[src/rtl/qspi_byte_engine.sv]
// Byte-level QSPI master behind a 3-bit register channel.
// Shifts one byte per TXDATA write in single, dual or quad mode.
module qspi_byte_engine #(
    parameter logic [7:0] DIV_RST = 8'd1
) (
    input  logic       aclk,
    input  logic       aresetn,
    input  logic       qspi_if_req_vld,
    output logic       qspi_if_req_rdy,
    input  logic       qspi_if_req_read,
    input  logic [2:0] qspi_if_req_addr,
    input  logic [7:0] qspi_if_req_dat,
    output logic       qspi_if_rsp_vld,
    input  logic       qspi_if_rsp_rdy,
    output logic [7:0] qspi_if_rsp_dat,
    output logic       qspi_if_sck,
    output logic       qspi_if_csn,
    output logic       qspi_if_dq0_en,
    output logic       qspi_if_dq0_o,
    input  logic       qspi_if_dq0_i,
    output logic       qspi_if_dq1_en,
    output logic       qspi_if_dq1_o,
    input  logic       qspi_if_dq1_i,
    output logic       qspi_if_dq2_en,
    output logic       qspi_if_dq2_o,
    input  logic       qspi_if_dq2_i,
    output logic       qspi_if_dq3_en,
    output logic       qspi_if_dq3_o,
    input  logic       qspi_if_dq3_i
);

    localparam logic [1:0] ST_IDLE  = 2'd0;
    localparam logic [1:0] ST_LOAD  = 2'd1;
    localparam logic [1:0] ST_SHIFT = 2'd2;

    localparam logic [2:0] A_TX  = 3'd0;
    localparam logic [2:0] A_RX  = 3'd1;
    localparam logic [2:0] A_CTL = 3'd2;
    localparam logic [2:0] A_DIV = 3'd3;
    localparam logic [2:0] A_STS = 3'd4;

    logic [1:0] state_q, state_d;
    logic [3:0] ctrl_q, ctrl_d;
    logic [7:0] div_q, div_d;
    logic [7:0] rx_q, rx_d;
    logic [7:0] cnt_q, cnt_d;
    logic [7:0] tx_q, tx_d;
    logic [7:0] rxsh_q, rxsh_d;
    logic [7:0] rsp_dat_q, rsp_dat_d;
    logic       rsp_vld_q, rsp_vld_d;
    logic       sck_q, sck_d;
    logic [2:0] pls_q, pls_d;
    logic [3:0] dq_q, dq_d;

    logic       is_dual;
    logic       is_quad;
    logic       dir;
    logic       busy;
    logic       req_acc;
    logic [7:0] rd_dat;
    logic [2:0] last_pls;
    logic [3:0] grp_dq;
    logic [7:0] tx_shl;
    logic [7:0] rx_shl;
    logic [3:0] pad_en;
    logic [1:0] o23;

    assign is_dual = (ctrl_q[2:1] == 2'd1);
    assign is_quad = (ctrl_q[2:1] == 2'd2);
    assign dir     = ctrl_q[3];
    assign busy    = (state_q != ST_IDLE);

    // Only STATUS reads may slip in while a byte is on the wire.
    assign qspi_if_req_rdy = ~rsp_vld_q &
        (~busy | (qspi_if_req_read & (qspi_if_req_addr == A_STS)));
    assign req_acc = qspi_if_req_vld & qspi_if_req_rdy;

    always_comb begin
        rd_dat = 8'h00;
        case (qspi_if_req_addr)
            A_RX:    rd_dat = rx_q;
            A_CTL:   rd_dat = {4'h0, ctrl_q};
            A_DIV:   rd_dat = div_q;
            A_STS:   rd_dat = {7'h00, busy};
            default: rd_dat = 8'h00;
        endcase
    end

    always_comb begin
        grp_dq   = dq_q;
        tx_shl   = tx_q;
        rx_shl   = {rxsh_q[6:0], qspi_if_dq1_i};
        last_pls = 3'd7;
        unique case (1'b1)
            is_quad: begin
                grp_dq   = tx_q[7:4];
                tx_shl   = {tx_q[3:0], 4'h0};
                rx_shl   = {rxsh_q[3:0], qspi_if_dq3_i, qspi_if_dq2_i,
                            qspi_if_dq1_i, qspi_if_dq0_i};
                last_pls = 3'd1;
            end
            is_dual: begin
                grp_dq   = {dq_q[3:2], tx_q[7:6]};
                tx_shl   = {tx_q[5:0], 2'b00};
                rx_shl   = {rxsh_q[5:0], qspi_if_dq1_i, qspi_if_dq0_i};
                last_pls = 3'd3;
            end
            default: begin
                grp_dq   = {dq_q[3:1], tx_q[7]};
                tx_shl   = {tx_q[6:0], 1'b0};
                rx_shl   = {rxsh_q[6:0], qspi_if_dq1_i};
                last_pls = 3'd7;
            end
        endcase
    end

    always_comb begin
        state_d   = state_q;
        ctrl_d    = ctrl_q;
        div_d     = div_q;
        rx_d      = rx_q;
        cnt_d     = cnt_q;
        tx_d      = tx_q;
        rxsh_d    = rxsh_q;
        rsp_dat_d = rsp_dat_q;
        rsp_vld_d = rsp_vld_q;
        sck_d     = sck_q;
        pls_d     = pls_q;
        dq_d      = dq_q;

        if (rsp_vld_q & qspi_if_rsp_rdy) begin
            rsp_vld_d = 1'b0;
        end

        if (req_acc) begin
            if (qspi_if_req_read) begin
                rsp_vld_d = 1'b1;
                rsp_dat_d = rd_dat;
            end else begin
                case (qspi_if_req_addr)
                    A_TX: begin
                        tx_d    = qspi_if_req_dat;
                        state_d = ST_LOAD;
                    end
                    A_CTL:   ctrl_d = qspi_if_req_dat[3:0];
                    A_DIV:   div_d  = qspi_if_req_dat;
                    default: ;
                endcase
            end
        end

        case (state_q)
            ST_LOAD: begin
                dq_d    = grp_dq;
                tx_d    = tx_shl;
                cnt_d   = 8'h00;
                pls_d   = 3'd0;
                sck_d   = 1'b0;
                rxsh_d  = 8'h00;
                state_d = ST_SHIFT;
            end
            ST_SHIFT: begin
                if (cnt_q == div_q) begin
                    cnt_d = 8'h00;
                    sck_d = ~sck_q;
                    if (!sck_q) begin
                        rxsh_d = rx_shl;
                    end else if (pls_q == last_pls) begin
                        state_d = ST_IDLE;
                        rx_d    = rxsh_q;
                    end else begin
                        pls_d = pls_q + 3'd1;
                        dq_d  = grp_dq;
                        tx_d  = tx_shl;
                    end
                end else begin
                    cnt_d = cnt_q + 8'h01;
                end
            end
            default: ;
        endcase
    end

    always_ff @(posedge aclk or negedge aresetn) begin
        if (!aresetn) begin
            state_q   <= ST_IDLE;
            ctrl_q    <= 4'h0;
            div_q     <= DIV_RST;
            rx_q      <= 8'h00;
            cnt_q     <= 8'h00;
            tx_q      <= 8'h00;
            rxsh_q    <= 8'h00;
            rsp_dat_q <= 8'h00;
            rsp_vld_q <= 1'b0;
            sck_q     <= 1'b0;
            pls_q     <= 3'd0;
            dq_q      <= 4'h0;
        end else begin
            state_q   <= state_d;
            ctrl_q    <= ctrl_d;
            div_q     <= div_d;
            rx_q      <= rx_d;
            cnt_q     <= cnt_d;
            tx_q      <= tx_d;
            rxsh_q    <= rxsh_d;
            rsp_dat_q <= rsp_dat_d;
            rsp_vld_q <= rsp_vld_d;
            sck_q     <= sck_d;
            pls_q     <= pls_d;
            dq_q      <= dq_d;
        end
    end

    // IO2/IO3 double as WP#/HOLD# and stay high outside quad mode.
    always_comb begin
        pad_en = 4'b1101;
        o23    = 2'b11;
        unique case (1'b1)
            is_quad: begin
                pad_en = {4{~dir}};
                o23    = dq_q[3:2];
            end
            is_dual: pad_en = {2'b11, ~dir, ~dir};
            default: ;
        endcase
    end

    assign qspi_if_rsp_vld = rsp_vld_q;
    assign qspi_if_rsp_dat = rsp_dat_q;
    assign qspi_if_sck     = sck_q;
    assign qspi_if_csn     = ~ctrl_q[0];
    assign qspi_if_dq0_en  = pad_en[0];
    assign qspi_if_dq1_en  = pad_en[1];
    assign qspi_if_dq2_en  = pad_en[2];
    assign qspi_if_dq3_en  = pad_en[3];
    assign qspi_if_dq0_o   = dq_q[0];
    assign qspi_if_dq1_o   = dq_q[1];
    assign qspi_if_dq2_o   = o23[0];
    assign qspi_if_dq3_o   = o23[1];

endmodule

[config.mk]
export PLATFORM = sky130hd
export DESIGN_NAME = qspi_byte_engine
export DESIGN_NICKNAME = d
export VERILOG_FILES = /design/src/rtl/qspi_byte_engine.sv
export SDC_FILE = /design/constraint.sdc
export NUM_CORES = 1
export LEC_CHECK = 0
export BUFFER_PORTS_ARGS = -buffer_cell sky130_fd_sc_hd__buf_2
export CAP_MARGIN = 30
export CORE_ASPECT_RATIO = 0.7
export CORE_MARGIN = 2
export CORE_UTILIZATION = 45
export CTS_CLUSTER_SIZE = 24
export DETAILED_ROUTE_END_ITERATION = 10
export PLACE_DENSITY = 0.63
export SETUP_SLACK_MARGIN = 0.15
export SYNTH_ARGS = -nofsm -noshare
export SYNTH_HDL_FRONTEND = slang
export SYNTH_SLANG_ARGS = --single-unit
[constraint.sdc]
create_clock -name aclk -period 6.4 [get_ports aclk]
set_clock_uncertainty 0.15 [all_clocks]
set_input_delay 1.92 -clock aclk [delete_from_list [all_inputs] [get_ports aclk]]
set_output_delay 1.92 -clock aclk [all_outputs]
set_load 0.1 [all_outputs]
# Yosys cells after proc, flatten, opt, wreduce, memory -nomap -nowiden

Cells that the tools add are included.

Reductions and logical operators: 10
Bitwise operators: 11
Mux-type cells: 39
Eq/ne operators: 14
Add/sub/neg operators: 2

Operators by type and width:

| kind                                          | count |
|---|---|
| one-hot mux 8 bit (2 select lines)            | 5 |
| 2-to-1 mux 8 bit                              | 9 |
| one-hot mux 8 bit (4 select lines)            | 1 |
| one-hot mux 4 bit (2 select lines)            | 3 |
| 2-to-1 mux 2 bit                              | 7 |
| 2-to-1 mux 4 bit                              | 3 |
| one-hot mux 3 bit (2 select lines)            | 2 |
| 2-to-1 mux 3 bit                              | 3 |
| AND reduction 3 bit                           | 3 |
| adder 8 x 1 -> 8 bit, second input constant   | 1 |
| == test 8 bit                                 | 1 |
| != test 2 bit, second input constant          | 4 |
| AND reduction 4 bit                           | 2 |
| == test 3 x 2 -> 1 bit, second input constant | 2 |
| inverter 1 bit                                | 6 |
| AND 1 bit                                     | 4 |
| == test 2 x 1 -> 1 bit, second input constant | 2 |
| == test 2 bit, second input constant          | 2 |
| 2-to-1 mux 1 bit                              | 4 |
| one-hot mux 2 bit (2 select lines)            | 1 |
| AND reduction 2 bit                           | 2 |
| nonzero test 2 bit                            | 2 |
| adder 3 x 1 -> 3 bit, second input constant   | 1 |
| == test 3 x 1 -> 1 bit, second input constant | 1 |
| other kinds (5)                               | 5 |

Bits of input ports: 20
Flip-flop bits (word level): 63

# Longest topological paths before layout

Word-level depth: 10
Mapped depth: 9
Depth with buffers taken out: 7

# Worst setup path after synthesis

No wires, ideal clock.

Path kind: reg2out
From: register ctrl_q[1]
To: output port qspi_if_dq3_en
Slack: 531 ps
Stages on the path, launching flop included: 8
Arrival: 3799 ps
Cells stage by stage: dfrtp_1 inv_1 ha_1 buf_2 buf_1 inv_1 o21ai_0 buf_4

Cells in the longest elaborated chain, start to end: 2
Elaborated cells between the ends (all ways): 3
Classes of those cells: eq/ne: 2; mux: 1

RTL lines:

| item                                                    | line   | text |
|---|---|---|
| start: declaration                                      | 43     | `logic [3:0] ctrl_q, ctrl_d;` |
| start signal: assignment                                | 200    | `ctrl_q <= ctrl_d;` |
| == test 2 x 1 -> 1 bit or == test 2 bit (tied branches) | 68, 69 |  |
| one-hot mux 4 bit (2 select lines) (*)                  | 218    | `unique case (1'b1)` |
| end: declaration                                        | 27     | `output logic qspi_if_dq3_en,` |

Mark *: on every way between the ends. The rest lies on a longest branch, timed or not.

# Final worst setup path

From: input port qspi_if_req_addr[2]
To: output port qspi_if_req_rdy

Cells in the longest elaborated chain, start to end: 4

RTL lines:

| item               | line | text |
|---|---|---|
| start: declaration | 11   | `input logic [2:0] qspi_if_req_addr,` |
| == test 3 bit      | 75   | `(~busy \| (qspi_if_req_read & (qspi_if_req_addr == A_STS)));` |
| AND 1 bit          | 75   |  |
| OR 1 bit           | 75   |  |
| AND 1 bit          | 74   | `assign qspi_if_req_rdy = ~rsp_vld_q &` |
| end: declaration   | 9    | `output logic qspi_if_req_rdy,` |

No other way between the ends.

==> run_results.csv <==
group,metric,value,unit
run_status,status,"finished clean",
clocking,htreeDepth,3,
route,wire_per_inst,17.1,µm
synth,synthFlopType,"dfrtp_1",
sta,min_period,5.10,ns
synth,synth_edf_count,0,
route,routed_wl,8.14,mm
route,dr.pass1.iters,4,
clocking,cts_sinks,63,
sta,setup_tns,0,ns
sta,finalSetupViolCount,0,
grt,grt_pass1_wl,13.3,mm
grt,gr-usage-all-layers,0.209,
placement,dp_cells,461,
synth,syn_inst,341,
hold_path,hold_class,"flip-flop to flip-flop",
cells_and_area,multiInputGateArea,1730,µm²
cells_and_area,nFillCells,699,
synth,netlist_area,3430,µm²
pwr,power,1.97,mW
worst_setup_path,crit_fanout,9,
cells_and_area,instances_no_fill,477,
grt,grt_overflow,0,
pwr,seqPwrFrac,0.296,
clocking,path_clk_slew,0.07,ns
floorplan,die_h,77.0,µm
cells_and_area,drive_gt1_frac,0.240,
pwr,irDropWorstVdd,0.599,mV
route,vias_per_cell,5.56,
cells_and_area,design_area,3890,µm²
worst_setup_path,worstPathArrival,3.03,ns
worst_setup_path,rrSetupSlack,3.53,ns
placement,place_ws,1.33,ns
floorplan,start_util,0.466,
sta,final_max_slew_viol_count,0,
cells_and_area,nets,401,
worst_setup_path,crit_type,"input port to output pin",
pwr,clock_power_share,0.171,
grt,antenna_found_initial,0,
route,num_vias,2652,
pwr,internal_power,0.931,mW
synth,synth_cell_types,48,
synth,async_flop_share,1.00,
sta,hold_violations,0,
clocking,cts_root_buf,"clkbuf_8",
clocking,worstSkewPairLatency,0.35,ns
sta,maxSlewHeadroom,0.426,
worst_setup_path,cp-start-kind,"input port",
grt,first_global_vias,2536,
sta,fmax,0.196,GHz
placement,place_area,3700,µm²
sta,rsz0062_at_grt,"no",
clocking,cts_setup_buffers,0,
worst_setup_path,worst_setup_path_end_kind,"output pin",
placement,place.gp.congestion,0.843,
flow_run,drv_cap,0,
synth,synth_area_per_cell,10.1,µm²
route,drc_errors,0,
placement,port_buffers,39,
sta,fin_ws,1.30,ns
clocking,cts_tree,"built",
pwr,p_switching,1.04,mW
clocking,cts_inserted_buffers,9,
placement,dp_hpwl,5.77,mm
floorplan,fp-row-count,26,
pwr,swShare,0.528,
synth,synth_nets,368,
cells_and_area,regArea,1580,µm²
sta,worst_slew_pin_slew,0.856,ns
route,antenna_left,0,
floorplan,design.core.area,7350,µm²
worst_setup_path,cp.required,4.33,ns
floorplan,ios,40,
synth,yosysSeqAreaShare,0.460,
route,dr.first_iter.drc_count,140,
grt,grt_max_degree,64,
clocking,postCtsResizedCells,0,
synth,synth_seq_cells,63,
pwr,comb_power_share,0.532,
clocking,cts_hold_buffers,0,
floorplan,die_area,8350,µm²
cells_and_area,area_growth_syn_to_layout,13.5,%
cells_and_area,n_antenna_cell,0,
floorplan,chipWidth,108,µm
sta,post-route-period-util,0.796,
clocking,clock_path_buffers,2,
synth,yosys_warnings,0,
pwr,p_per_area,507,nW/µm²
pwr,leakagePower,1.72,nW
-- critical path, cell delays in order --
cell	delay (ns)
buf_2	0.18
nor4bb_1	0.31
o21a_1	0.19
buf_2	0.43
-- final cells by class --
cell class,instances,area share
tap,98,0.0315
sequential,63,0.405
clock buffer,14,0.0469
multi-input combinational,245,0.443
timing repair buffer,43,0.0579
inverter,12,0.0116
clock inverter,2,0.00322
-- layer usage --
| layer | GRT usage | wire (µm) | share of wire | up-vias |
|---|---|---|---|---|
| met1 | 0.328 | 4360 | 0.54 | 1273 |
| met2 | 0.285 | 3330 | 0.41 | 64 |
| met5 | 0 | 0 | 0 | - |
| li1 | - | - | - | 1304 |
| met4 | 0.0577 | 91 | 0.011 | 0 |
| met3 | 0.0459 | 356 | 0.044 | 11 |
-- power groups by stage --
stage / registers (mW) / clock network, mW / logic [mW]
after global placement: 0.589 / 0 / 1.03
after floorplan: 0.781 / 0 / 0.663
final: 0.584 / 0.337 / 1.05
after global routing: 0.598 / 0.365 / 1.12
after detailed placement: 0.590 / 0 / 1.04
after CTS: 0.582 / 0.348 / 1.05
-- cell usage in the layout (no fill, tap or decap), drive strengths merged, types with 7 or more instances in the layout --
cell | netlist | routed
buf | 7 | 43
o2bb2ai | 8 | 8
ha | 7 | 7
mux2i | 12 | 12
mux2 | 26 | 26
o22ai | 9 | 9
clkbuf | 14 | 14
nand2 | 29 | 29
nor2 | 30 | 30
dfrtp | 62 | 62
inv | 12 | 12
xor2 | 7 | 7
o21ai | 14 | 14
a22oi | 15 | 15
a21oi | 16 | 16
-- cell families (layout without fill, tap and decap cells) --
logic type | Yosys count | in the layout | share of synthesized area
xor gates and xnor gates | 13 | 13 | 0.0332
adders and majority gates | 7 | 7 | 0.0255
muxes | 38 | 38 | 0.120
and+or+nand+nor | 99 | 99 | 0.149
DFF | 63 | 63 | 0.460
buffers and inverters | 33 | 71 | 0.0387
AOI/OAI and AO/OA | 88 | 88 | 0.173
-- final timing paths --
path | startpoint | endpoint | cells past startpoint
setup / recovery | qspi_if_req_addr[2] | qspi_if_req_rdy | 4
hold / removal | qspi_if_rsp_dat[2]$_DFFE_PN0P_ | qspi_if_rsp_dat[2]$_DFFE_PN0P_ | 2
setup reg to reg | ctrl_q[1]$_DFFE_PN0P_ | dq_q[2]$_DFFE_PN0P_ | 8
hold reg to reg | qspi_if_rsp_dat[2]$_DFFE_PN0P_ | qspi_if_rsp_dat[2]$_DFFE_PN0P_ | 2
max in group asynchronous | aresetn | qspi_if_rsp_dat[3]$_DFFE_PN0P_ | 2
min in group asynchronous | aresetn | cnt_q[3]$_DFFE_PN0N_ | 2
-- synth_stat cells (6+ instances only) --
cell type / instances / share of area
xor2_1: 7 / 0.018
mux2_2: 26 / 0.085
a21oi_1: 16 / 0.023
o2bb2ai_1: 8 / 0.020
xnor2_1: 6 / 0.015
mux2i_1: 12 / 0.035
inv_1: 12 / 0.013
nor2_1: 30 / 0.033
ha_1: 7 / 0.026
clkbuf_1: 14 / 0.015
dfrtp_1: 62 / 0.45
nand2_1: 29 / 0.032
o21ai_0: 14 / 0.020
nor2b_1: 6 / 0.011
a22oi_1: 15 / 0.033
o22ai_1: 9 / 0.016
-- state kept, by name, summed over array words and instances (netlist names), 2 cells and up --
register         flops
rxsh_q               8
rx_q                 8
pls_q                3
qspi_if_rsp_dat      8
tx_q                 8
dq_q                 4
state_q              2
div_q                8
cnt_q                8
ctrl_q               4
-- stage by stage --
step,hold slack (ns),utilization
after floorplan,0.302,-
after global placement,0.309,0.503
after detailed placement,0.321,0.503
after CTS,0.337,0.529
after global routing,0.366,0.529
final,0.339,0.529
Power figures use the tool's default switching activity.
